### src/rtl/if_pkg.sv
// Shared types and defaults for the instruction-fetch stage.
// A fetch-queue entry pairs an instruction word with the PC it was fetched from.
package if_pkg;

   localparam logic [31:0] IF_RESET_PC = 32'h0000_0000;
   localparam logic [31:0] IF_NOP_INST = 32'h0000_0013;

   typedef struct packed {
      logic [31:0] pc;
      logic [31:0] inst;
   } fq_entry_t;

endpackage

### src/rtl/fetch_fifo.sv
// Synchronous FIFO with flush and occupancy count.
// Used for both the in-flight tag FIFO and the fetch queue.
module fetch_fifo #(
   parameter int WIDTH = 32,
   parameter int DEPTH = 4
) (
   input  logic                     clk,
   input  logic                     reset,
   input  logic                     push,
   input  logic                     pop,
   input  logic                     flush,
   input  logic [WIDTH-1:0]         wdata,
   output logic [WIDTH-1:0]         rdata,
   output logic [$clog2(DEPTH):0]   count,
   output logic                     full,
   output logic                     empty
);

   localparam int AW = $clog2(DEPTH);

   logic [WIDTH-1:0] mem [DEPTH];
   logic [AW-1:0]    wr_ptr;
   logic [AW-1:0]    rd_ptr;
   logic             do_push;
   logic             do_pop;

   assign full    = (count == (AW+1)'(DEPTH));
   assign empty   = (count == '0);
   assign do_push = push & ~full;
   assign do_pop  = pop & ~empty;
   assign rdata   = mem[rd_ptr];

   always_ff @(posedge clk) begin
      if (do_push) begin
         mem[wr_ptr] <= wdata;
      end
   end

   // Flush shares the reset path so a redirect empties the queue in one cycle.
   always_ff @(posedge clk) begin
      if (reset || flush) begin
         wr_ptr <= '0;
         rd_ptr <= '0;
         count  <= '0;
      end else begin
         if (do_push) begin
            wr_ptr <= wr_ptr + 1'b1;
         end
         if (do_pop) begin
            rd_ptr <= rd_ptr + 1'b1;
         end
         count <= count + (AW+1)'(do_push) - (AW+1)'(do_pop);
      end
   end

endmodule

### src/rtl/if_fetch_stage.sv
// Instruction-fetch stage: owns the PC, issues in-order memory requests, buffers
// returns in a fetch queue and feeds the IF/ID register, with redirect and stall.
module if_fetch_stage
   import if_pkg::*;
#(
   parameter logic [31:0] RESET_PC = IF_RESET_PC,
   parameter int          FQ_DEPTH = 4,
   parameter logic [31:0] NOP_INST = IF_NOP_INST
) (
   input  logic        clk,
   input  logic        reset,
   output logic        imem_req,
   output logic [31:0] imem_addr,
   input  logic        imem_ready,
   input  logic        imem_rvalid,
   input  logic [31:0] imem_rdata,
   input  logic        control_j,
   input  logic [31:0] pc_j,
   input  logic        stall,
   output logic [31:0] pipe_pc,
   output logic [31:0] pipe_pc4,
   output logic [31:0] pipe_data,
   output logic        pipe_valid
);

   localparam int CW = $clog2(FQ_DEPTH) + 1;

   logic [31:0]   fetch_pc;
   logic [CW-1:0] inflight;
   logic [CW-1:0] inflight_nxt;
   logic [CW-1:0] drop_cnt;
   logic [CW-1:0] fq_count;
   logic [CW:0]   credit_used;
   logic [31:0]   tag_pc;
   logic          tag_full;
   logic          tag_empty;
   logic          fq_full;
   logic          fq_empty;
   fq_entry_t     fq_head;
   fq_entry_t     fq_wdata;
   logic          accept;
   logic          ret;
   logic          discard;
   logic          fq_push;
   logic          fq_pop;

   // In-flight count is the tag FIFO occupancy: one tag per accepted, unreturned request.
   assign credit_used  = {1'b0, inflight} + {1'b0, fq_count};
   assign imem_req     = ~reset & ~tag_full & ~fq_full & (credit_used < (CW+1)'(FQ_DEPTH));
   assign imem_addr    = fetch_pc;
   assign accept       = imem_req & imem_ready;
   assign ret          = imem_rvalid & (inflight != '0) & ~tag_empty;
   assign discard      = ret & (control_j | (drop_cnt != '0));
   assign fq_push      = ret & ~discard;
   assign fq_pop       = ~control_j & ~stall & ~fq_empty;
   assign fq_wdata     = '{pc: tag_pc, inst: imem_rdata};
   assign inflight_nxt = inflight + CW'(accept) - CW'(ret);

   fetch_fifo #(
      .WIDTH (32),
      .DEPTH (FQ_DEPTH)
   ) u_tag_fifo (
      .clk   (clk),
      .reset (reset),
      .push  (accept),
      .pop   (ret),
      .flush (1'b0),
      .wdata (fetch_pc),
      .rdata (tag_pc),
      .count (inflight),
      .full  (tag_full),
      .empty (tag_empty)
   );

   fetch_fifo #(
      .WIDTH (64),
      .DEPTH (FQ_DEPTH)
   ) u_fetch_queue (
      .clk   (clk),
      .reset (reset),
      .push  (fq_push),
      .pop   (fq_pop),
      .flush (control_j),
      .wdata (fq_wdata),
      .rdata (fq_head),
      .count (fq_count),
      .full  (fq_full),
      .empty (fq_empty)
   );

   // Everything still in flight after a redirect belongs to the old stream and is dropped.
   always_ff @(posedge clk) begin
      if (reset) begin
         fetch_pc <= RESET_PC;
         drop_cnt <= '0;
      end else begin
         if (control_j) begin
            fetch_pc <= {pc_j[31:2], 2'b00};
         end else if (accept) begin
            fetch_pc <= fetch_pc + 32'd4;
         end
         if (control_j) begin
            drop_cnt <= inflight_nxt;
         end else if (ret && (drop_cnt != '0)) begin
            drop_cnt <= drop_cnt - 1'b1;
         end
      end
   end

   always_ff @(posedge clk) begin
      if (reset) begin
         pipe_pc    <= '0;
         pipe_pc4   <= '0;
         pipe_data  <= NOP_INST;
         pipe_valid <= 1'b0;
      end else if (control_j) begin
         pipe_data  <= NOP_INST;
         pipe_valid <= 1'b0;
      end else if (!stall) begin
         if (!fq_empty) begin
            pipe_pc    <= fq_head.pc;
            pipe_pc4   <= fq_head.pc + 32'd4;
            pipe_data  <= fq_head.inst;
            pipe_valid <= 1'b1;
         end else begin
            pipe_data  <= NOP_INST;
            pipe_valid <= 1'b0;
         end
      end
   end

endmodule
### config.mk
export PLATFORM = sky130hd
export DESIGN_NAME = if_fetch_stage
export DESIGN_NICKNAME = d
export VERILOG_FILES = /design/src/rtl/if_pkg.sv /design/src/rtl/fetch_fifo.sv /design/src/rtl/if_fetch_stage.sv
export SDC_FILE = /design/constraint.sdc
export NUM_CORES = 1
export LEC_CHECK = 0
export ABC_AREA = 1
export ABC_CLOCK_PERIOD_IN_PS = 8000
export CAP_MARGIN = 20
export CORE_ASPECT_RATIO = 1.4
export CORE_UTILIZATION = 57
export DETAILED_ROUTE_END_ITERATION = 6
export PLACE_DENSITY_LB_ADDON = 0.15
export SLEW_MARGIN = 20
export SYNTH_ARGS = -nofsm -noshare
export SYNTH_HDL_FRONTEND = slang
export SYNTH_SLANG_ARGS = --single-unit
### constraint.sdc
create_clock -name clk -period 8 [get_ports clk]
set_input_delay 1.6 -clock clk [delete_from_list [all_inputs] [get_ports clk]]
set_output_delay 1.6 -clock clk [all_outputs]
set_load 0.005 [all_outputs]
==> flow_metrics.tcl, run 1 <==
set metrics [dict create \
    tightest_slew_ns 1.039 \
    finClkSkew_ns 0.01996 \
    crit_family "buffers and inverters" \
    cts.htree.levels 2 \
    gp_congestion 0.9587 \
    grt-ovfl-total 0 \
    yosys.cell_types.count 42 \
    placementRows 83 \
    critPathMaxStageDelay_ns 0.58 \
    dr.pass1.iters 6 \
    ys.flop_type "edfxtp_1" \
    cts.hold.buffers_added 0 \
    grt_busiest_layer "met2" \
    critical_path_buf_inv_count 2 \
    hp-class "reg -> reg" \
    fill_cells 2793 \
    seq_area_frac_synth_pct 65.90 \
    ys_ff_latch 512 \
    fp.dieArea_mm2 0.03788 \
    boundaryPins 200 \
    synth-compound-area-share_pct 9.812 \
    cp_slowest_cell "clkdlybuf4s50_1" \
    final_common_cell "nand2_1" \
    seq_area_mm2 0.01394 \
    num_vias 15280 \
    max_freq_ghz 0.2098 \
    muxShareOfSynthArea_pct 0 \
    dieWidth_um 164.8 \
    maxSlewViolCount 0 \
    root_buffer "clkbuf_16" \
    whs_path_depth 2 \
    cts_buffer_depth 3 \
    reg2reg_depth 13 \
    synth_edf_count 368 \
    drv_cap 0 \
    synth-xor-area-share_pct 1.201 \
    grtUsageTotal_pct 25.95 \
    synth_top_family_by_area "simple AND/OR/NAND/NOR gates" \
    cts_resized 0 \
    tns_ns 0 \
    cts_sinks 512 \
    synth_simple_gate_area_share_pct 17.04 \
    initial_core_util_pct 57.67 \
    wl_per_cell_um 17.75 \
    portBuffers 191 \
    max-vdd-ir-drop_mv 0.1656 \
    antenna_left 0 \
    drt_wl_total_um 48470 \
    antenna_cells 0 \
    areaGrowthSynthToFinish_pct 17.69 \
    numCtsBuffers 47 \
    endpoint_kind "primary output" \
    startpoint_type "input pin" \
    p_per_area_mw_per_mm2 244.0 \
    cts_tree "built" \
    outcome "completed" \
    setup_violations 0 \
    mostFrequentLayoutCells "nand2_1 (461), edfxtp_1 (368), nor2_1 (298)" \
    clkLatencyLatePin_ns 0.57 \
    vias_per_cell 5.596 \
    drcViolationCount 0 \
    synth_fa_ha_area_share_pct 1.408 \
    cts.clk_slew.worst_paths_ns 0.06 \
    drtIter0Drc 1320 \
    postSynthAreaPerCell_um2 10.18 \
    first_global_vias 15090 \
    yosys_warnings 0 \
    syn_inst 2076 \
    grt_util_met1_pct 30.22 \
    grt_max_degree 86 \
    path_common_cell "nor2_1" \
    path_cells "buf_2 > nor2_1 > nand3_1 > nor2_1 > clkdlybuf4s50_1" \
    cts_setup_buffers 0 \
    use_met3_pct 3.950 \
    period_minus_slack_ns 4.767 \
    worst-setup-path-type "in -> out" \
    netlist_area_mm2 0.02114 \
    cp_data_arrival_time_ns 3.17 \
    async_reset_ff_share_pct 0 \
    grt_use_met2_pct 46.30 \
    period_share_pct 59.59 \
    slew_headroom_pct 30.75 \
    hpwl_um 30680 \
    critPathRequiredTime_ns 6.40 \
    nets 2317 \
    drive_gt1_share_pct 6.360 \
    crit_fanout 43 \
    core_area_mm2 0.03666 \
    die_h_um 229.9 \
    leakage_nw 9.078 \
    grt_pass1_wl_um 76510 \
    antenna_found_initial 0 \
    cp.depth 5 \
    rsz0062_at_grt "false" \
    hold_viol 0 \
    multiInputGateArea_mm2 0.006320 \
    timing.hold.ws_ns 0.4569 \
]
[tightest hold or removal path: cells and delay by family, from the launching register on]
| kind | cells | cell delay [ns] |
|---|---|---|
| AO/OA/AOI/OAI | 1 | 0.07 |
| buffers and inverters | 1 | 0.05 |
| flip-flops | 1 | 0.29 |
[power breakdown]
group	internal [mW]	total (mW)	switching, mW	leakage (nW)
Sequential	3.04	3.11	0.0664	4.52
Clock	1.31	2.27	0.960	0.792
Combinational	0.232	0.695	0.463	3.77
Total	4.58	6.07	1.49	9.08
[metrics by stage]
stage	setup slack [ns]	std cells	instance area, um^2	total power [mW]	util, %
5_1_grt	3.110	2731	24880	6.309	67.88
3_3_place_gp	3.170	2643	23290	3.823	63.53
6_report	3.233	2731	24880	6.072	67.88
4_1_cts	3.170	2731	24880	6.102	67.88
2_1_floorplan	2.723	2081	21160	3.594	-
3_5_place_dp	3.172	2643	23290	3.857	63.53
[synth_stat cells (12+ instances only)]
library cell / number / area (um^2)
edfxtp_1: 368 / 11050
a21oi_1: 100 / 500.5
buf_4: 12 / 90.09
nand2_1: 462 / 1734
nand3_1: 79 / 395.4
buf_2: 25 / 125.1
nor2_1: 308 / 1156
dfxtp_1: 144 / 2883
ha_1: 19 / 237.7
nor3_1: 14 / 70.07
nand2_2: 17 / 106.4
o22ai_1: 62 / 387.9
clkbuf_1: 61 / 229.0
o21ai_0: 193 / 965.9
xor2_1: 24 / 210.2
a31oi_1: 16 / 100.1
inv_1: 103 / 386.6
[state kept, by name, summed over array words and instances, names as in the netlist, named ones only]
register              count
imem_addr                30
u_fetch_queue.rd_ptr      2
u_fetch_queue.count       3
u_tag_fifo.rd_ptr         2
u_tag_fifo.count          3
pipe_data                32
u_tag_fifo.wr_ptr         2
pipe_pc                  30
u_fetch_queue.wr_ptr      2
pipe_valid                1
drop_cnt                  3
pipe_pc4                 30
u_fetch_queue.mem       248
u_tag_fifo.mem          120
[path summary, 6_finish.rpt]
path,startpoint,to,slack [ns]
worst max-delay path,reset,imem_req,3.23
worst min register to register,u_fetch_queue.rd_ptr[1]$_SDFFE_PP0P_,flop,0.46
worst min-delay path,u_fetch_queue.rd_ptr[1]$_SDFFE_PP0P_,flop,0.46
worst max register to register,flop,pipe_pc4[23]$_SDFFE_PP0P_,4.41
[logic make-up after synthesis]
kind of cell	Yosys count
and+or+nand+nor	901
xor gates and xnor gates	29
adders and majority gates	22
buffers and inverters	224
AOI/OAI and AO/OA	387
DFF	512
other	1
[layout make-up]
class                      instances  area share, %
clock inverter                    26          1.041
inverter                         113          1.715
timing repair buffer             206          8.115
sequential                       512          56.02
multi-input combinational       1345          25.40
tap                              467          2.348
clock buffer                      62          5.360
[per-layer routing]
| layer | vias to the layer above | part of all wire, % |
|---|---|---|
| met4 | 0 | 3.8 |
| met2 | 532 | 51 |
| met1 | 7271 | 39 |
| met5 | - | 0 |
| li1 | 7359 | - |
| met3 | 120 | 5.8 |
No activity file was read; power rests on OpenSTA's default activity.
==> run 2: changes to the inputs <==
ABC_CLOCK_PERIOD_IN_PS = 4100   (was 8000)
CORE_UTILIZATION = 52   (was 57)
clock period = 4.1 ns   (was 8 ns; I/O delays follow)
==> run 2 against run 1 <==
- non-clock buffer count is 16 higher
- die area is 9.5% higher
- critical path type is now in -> reg
- worst hold slack better by 0.0061 ns
- highest routed layer unchanged
- critical path depth is 5 higher
- sequential share of layout area is 0.16 points lower
- cell area is 0.27% higher
- worst setup slack worse by 2.0 ns
==> flow_metrics.tcl, run 2 (synthesized netlist as in run 1, its figures left out) <==
set metrics [dict create \
    outcome "completed" \
    boundaryPins 200 \
    cts.htree.levels 2 \
    internal_power_mw 8.809 \
    hpwl_um 31500 \
    antenna_found_initial 0 \
    power.share.clock_pct 36.2 \
    tightest_slew_ns 1.007 \
    tns_ns 0 \
    leakage_nw 9.083 \
    cts_setup_buffers 0 \
    clkLatencyLatePin_ns 0.56 \
    grt_max_degree 70 \
    pwr-share-comb_pct 11.7 \
    drv_cap 0 \
    endpoint_kind "flop" \
    maxSlewViolCount 0 \
    wl_per_cell_um 17.37 \
    drtIter0Drc 924 \
    max-vdd-ir-drop_mv 0.3405 \
    top_register "u_fetch_queue.mem" \
    period_share_pct 70.60 \
    top_regs "u_fetch_queue.mem x248, u_tag_fifo.mem x120, pipe_data x32" \
    drt_wl_total_um 48820 \
    drive_gt1_share_pct 6.236 \
    num_vias 15160 \
    placementRows 87 \
    antenna_cells 0 \
    root_buffer "clkbuf_16" \
    cts.hold.buffers_added 0 \
    nets 2333 \
    grt-ovfl-total 0 \
    critPathRequiredTime_ns 4.53 \
    finClkSkew_ns 0.01343 \
    die_h_um 240.6 \
    cts_resized 0 \
    power_frac_seq_pct 52.1 \
    placed_area_mm2 0.02347 \
    slew_headroom_pct 32.84 \
    first_global_vias 14800 \
    rsz0062_at_grt "false" \
    final_common_cell "nand2_1" \
    cts.clk_slew.worst_paths_ns 0.06 \
    max_freq_ghz 0.3455 \
    core_area_mm2 0.04017 \
    cts_buffer_depth 3 \
    switchingPower_mw 2.823 \
    cp_data_arrival_time_ns 3.33 \
    numCtsBuffers 47 \
    gp_congestion 0.8881 \
    fp.dieArea_mm2 0.04148 \
    p_per_area_mw_per_mm2 466.2 \
    antenna_left 0 \
    mostFrequentLayoutCells "nand2_1 (461), edfxtp_1 (368), nor2_1 (299)" \
    drcViolationCount 0 \
    dieWidth_um 172.4 \
    cts_sinks 512 \
    initial_core_util_pct 52.64 \
    portBuffers 191 \
    swShare_pct 24.27 \
    worst-setup-path-type "in -> reg" \
    areaGrowthSynthToFinish_pct 18.01 \
    dr.pass1.iters 6 \
    grt_pass1_wl_um 76910 \
    hold_viol 0 \
    whs_path_depth 2 \
    design_area_mm2 0.02495 \
    grtUsageTotal_pct 23.84 \
    startpoint_type "input pin" \
    cts_tree "built" \
    dp_slack_ns 0.6411 \
    crit_fanout 17 \
    vias_per_cell 5.391 \
    ff2ff_setup_slack_ns 1.23 \
    worst_slack_ns 1.206 \
    largest_reg_flops 248 \
    period_minus_slack_ns 2.894 \
    setup_violations 0 \
    hp-class "reg -> reg" \
    reg2reg_depth 9 \
]
-- run 2: stage by stage --
step	util [%]	power, mW	hold WS, ns	cells
CTS	62.12	11.73	0.4640	2811
global placement	58.43	7.476	0.4513	2726
floorplan	-	7.012	0.4361	2081
detailed placement	58.43	7.531	0.4541	2726
finish	62.12	11.63	0.4630	2811
global route	62.12	12.12	0.4847	2811
-- run 2: power groups by stage --
| stage | clock (mW) | sequential [mW] | combinational (mW) |
|---|---|---|---|
| 5_1_grt | 4.50 | 6.08 | 1.53 |
| 3_3_place_gp | 0 | 6.16 | 1.32 |
| 2_1_floorplan | 0 | 6.14 | 0.872 |
| 4_1_cts | 4.30 | 6.06 | 1.37 |
| 6_report | 4.21 | 6.06 | 1.36 |
| 3_5_place_dp | 0 | 6.17 | 1.36 |
-- run 2: final timing paths --
path | startpoint | to
hold / removal | pipe_data[31]$_SDFFE_PP0N_ | pipe_data[31]$_SDFFE_PP0N_
setup reg to reg | u_fetch_queue.count[1]$_SDFF_PP0_ | imem_addr[2]$_SDFFE_PP0P_
hold reg to reg | pipe_data[31]$_SDFFE_PP0N_ | pipe_data[31]$_SDFFE_PP0N_
setup / recovery | control_j | u_fetch_queue.count[2]$_SDFF_PP0_
-- run 2: layout make-up --
cell class / count / area [um^2]
timing repair buffer: 222 / 2140
clock inverter: 18 / 166.4
tap: 534 / 668.1
fill: 3240 / 15220
inverter: 113 / 426.7
multi-input combinational: 1345 / 6297
clock buffer: 67 / 1314
sequential: 512 / 13940
-- run 2: layer usage --
metal / vias up / wire, um / track usage, % / share of wire (%)
met1: 7224 / 19310 / 27.96 / 40
met3: 96 / 3072 / 4.542 / 6.3
met4: 0 / 1574 / 9.466 / 3.2
li1: 7387 / - / - / -
met2: 448 / 24860 / 42.66 / 51
met5: - / 0 / 0 / 0
-- run 2: worst max-delay path, cell delays in order --
cell             delay [ns]
clkdlybuf4s50_1        0.75
inv_2                  0.26
nand2_2                0.15
clkinv_2               0.20
ha_1                   0.34
inv_1                  0.04
ha_1                   0.18
fa_1                   0.38
xnor2_1                0.16
nor2_1                 0.05
==> run 3: changes to the inputs <==
ABC_CLOCK_PERIOD_IN_PS = 2900   (was 4100)
CORE_UTILIZATION = 57   (was 52)
clock period = 2.9 ns   (was 4.1 ns; I/O delays follow)
==> run 3 against run 2 <==
- clock power is 45% higher
- largest cell class unchanged
- flip-flop and latch count stayed put
- die area is 8.7% lower
- non-clock buffer count is 20 higher
- final cell count is 1.7% lower
- worst hold slack worse by 0.0031 ns
- core utilization is 6.8 points higher
- worst setup slack worse by 1.0 ns
- largest power group unchanged
- combinational power is 48% higher
- routed wire length is 0.94% lower
- critical endpoint is now imem_req
- first-iteration DRC count is 38% higher
- sequential power is 41% higher
==> flow_metrics.tcl, run 3 (synthesized netlist as in run 1, its figures left out) <==
set metrics [dict create \
    outcome "completed" \
    antenna_found_initial 0 \
    core_area_mm2 0.03666 \
    cts_setup_buffers 0 \
    grt_pass1_wl_um 75640 \
    wl_per_cell_um 17.50 \
    maxUsedRoutingLayer "met4" \
    cp_data_arrival_time_ns 2.14 \
    mostFrequentLayoutCells "nand2_1 (461), edfxtp_1 (368), nor2_1 (298)" \
    design_area_mm2 0.02528 \
    antenna_left 0 \
    cts.hold.buffers_added 0 \
    critical_path.reg2reg.endpoint "pipe_pc4[31]$_SDFFE_PP0P_" \
    period_share_pct 93.93 \
    gp_congestion 0.9085 \
    num_vias 15200 \
    max_freq_ghz 0.3671 \
    hp-class "reg -> reg" \
    cts_tree "built" \
    dieWidth_um 164.8 \
    portBuffers 191 \
    cts.clk_slew.worst_paths_ns 0.06 \
    p_per_area_mw_per_mm2 659.7 \
    drtIter0Drc 1274 \
    slew_headroom_pct 53.79 \
    fp.dieArea_mm2 0.03788 \
    cts_buffer_depth 3 \
    startpoint_type "flop" \
    top_register "u_fetch_queue.mem" \
    final_common_cell "nand2_1" \
    hpwl_um 31950 \
    worst-setup-path-type "reg -> out" \
    drcViolationCount 0 \
    largest_reg_flops 248 \
    dr_wl_met3_um 2883 \
    root_buffer "clkbuf_16" \
    whs_path_depth 2 \
    first_global_vias 14730 \
    endpoint_kind "primary output" \
    rsz0062_at_grt "false" \
    grt-ovfl-total 0 \
    critPathRequiredTime_ns 2.32 \
    fill_cells 2677 \
    ff2ff_setup_slack_ns 0.46 \
    die_h_um 229.9 \
    vias_per_cell 5.500 \
    m1WireLength_um 18710 \
    drive_gt1_share_pct 7.270 \
    areaGrowthSynthToFinish_pct 19.56 \
    crit_fanout 4 \
    boundaryPins 200 \
    met2_length_um 25230 \
    initial_core_util_pct 57.67 \
    top_regs "u_fetch_queue.mem x248, u_tag_fifo.mem x120, pipe_data x32" \
    leakage_nw 9.262 \
    cts_resized 0 \
    setup_violations 0 \
    maxSlewViolCount 0 \
    nets 2353 \
    min-delay-start "u_fetch_queue.rd_ptr[1]$_SDFFE_PP0P_" \
    grt_max_degree 73 \
    cts_sinks 512 \
    critPathMaxStageDelay_ns 0.57 \
    drv_cap 0 \
    placed_area_mm2 0.02375 \
    timing.hold.ws_ns 0.4599 \
    cp_slowest_cell "clkdlybuf4s50_1" \
    dr.pass1.iters 7 \
    finClkSkew_ns 0.01219 \
    tightest_slew_ns 0.6931 \
    cts.htree.levels 2 \
    placementRows 83 \
    max-vdd-ir-drop_mv 0.5032 \
    path_cells "ha_1 > nor2_1 > nand3_1 > nor2_2 > clkdlybuf4s50_1" \
    grtUsageTotal_pct 25.60 \
    antenna_cells 0 \
    hold_viol 0 \
    reg2reg_depth 12 \
    clkLatencyLatePin_ns 0.55 \
    numCtsBuffers 47 \
    period_minus_slack_ns 2.724 \
    drt_wl_total_um 48360 \
]
## run 3: cell count changes in the layout (fill, tap and decap cells not counted), moves of 2 or more
cell      previous run  this run
buf_12               0        17
clkbuf_8             2         4
buf_4               31        34
clkinv_1             7         5
clkbuf_1            16        14
## run 3: where the power goes
part | switching (mW) | leakage, nW | internal [mW] | total [mW]
Sequential | 0.185 | 4.52 | 8.38 | 8.57
Clock | 2.54 | 0.740 | 3.55 | 6.10
Combinational | 1.29 | 4.00 | 0.725 | 2.01
## run 3: how the worst max path moves through the flow
stage | start | end | cells after the start
after floorplan | imem_rvalid | u_fetch_queue.mem[0][0]$_DFFE_PP_ | 4
after global placement | stall | pipe_pc4[11]$_SDFFE_PP0P_ | 8
after detailed placement | stall | pipe_pc4[16]$_SDFFE_PP0P_ | 8
after CTS | u_fetch_queue.count[2]$_SDFF_PP0_ | imem_req | 5
after global routing | u_fetch_queue.count[2]$_SDFF_PP0_ | imem_req | 5
final | u_fetch_queue.count[2]$_SDFF_PP0_ | imem_req | 5
## run 3: critical path: cells and delay by family (launching register included)
family / cells / cell delay, ns
flip-flops: 1 / 0.40
adder cells (fa/ha/maj): 1 / 0.26
AND/OR/NAND/NOR: 3 / 0.37
buffers and inverters: 1 / 0.57
## run 3: metal layers
metal  track usage (%)  vias to the layer above
li1                  -                     7427
met1             29.94                     7203
met2             46.27                      472
met3             3.914                      101
met4             10.35                        0
met5                 0                        -
## run 3: area by class of cell
type                    count  area, um^2  area share, %
clock buffers              67        1334          5.276
clock inverters            18       192.7         0.7623
inverters                 113       426.7          1.688
multi-input cells        1345        6300          24.92
flip-flops and latches    512       13940          55.14
well taps                 467       584.3          2.312
repair buffers            242        2502          9.900
## run 3: through the flow
step / worst slack [ns] / TNS (ns) / util (%) / power [mW] / instances
floorplan: -0.3790 / -93.99 / - / 9.913 / 2081
global placement: 0.2696 / 0 / 64.78 / 10.63 / 2679
detailed placement: 0.1858 / 0 / 64.78 / 10.72 / 2679
CTS: 0.03998 / 0 / 68.95 / 16.78 / 2764
global route: 0.02303 / 0 / 68.95 / 17.34 / 2764
finish: 0.1761 / 0 / 68.95 / 16.68 / 2764
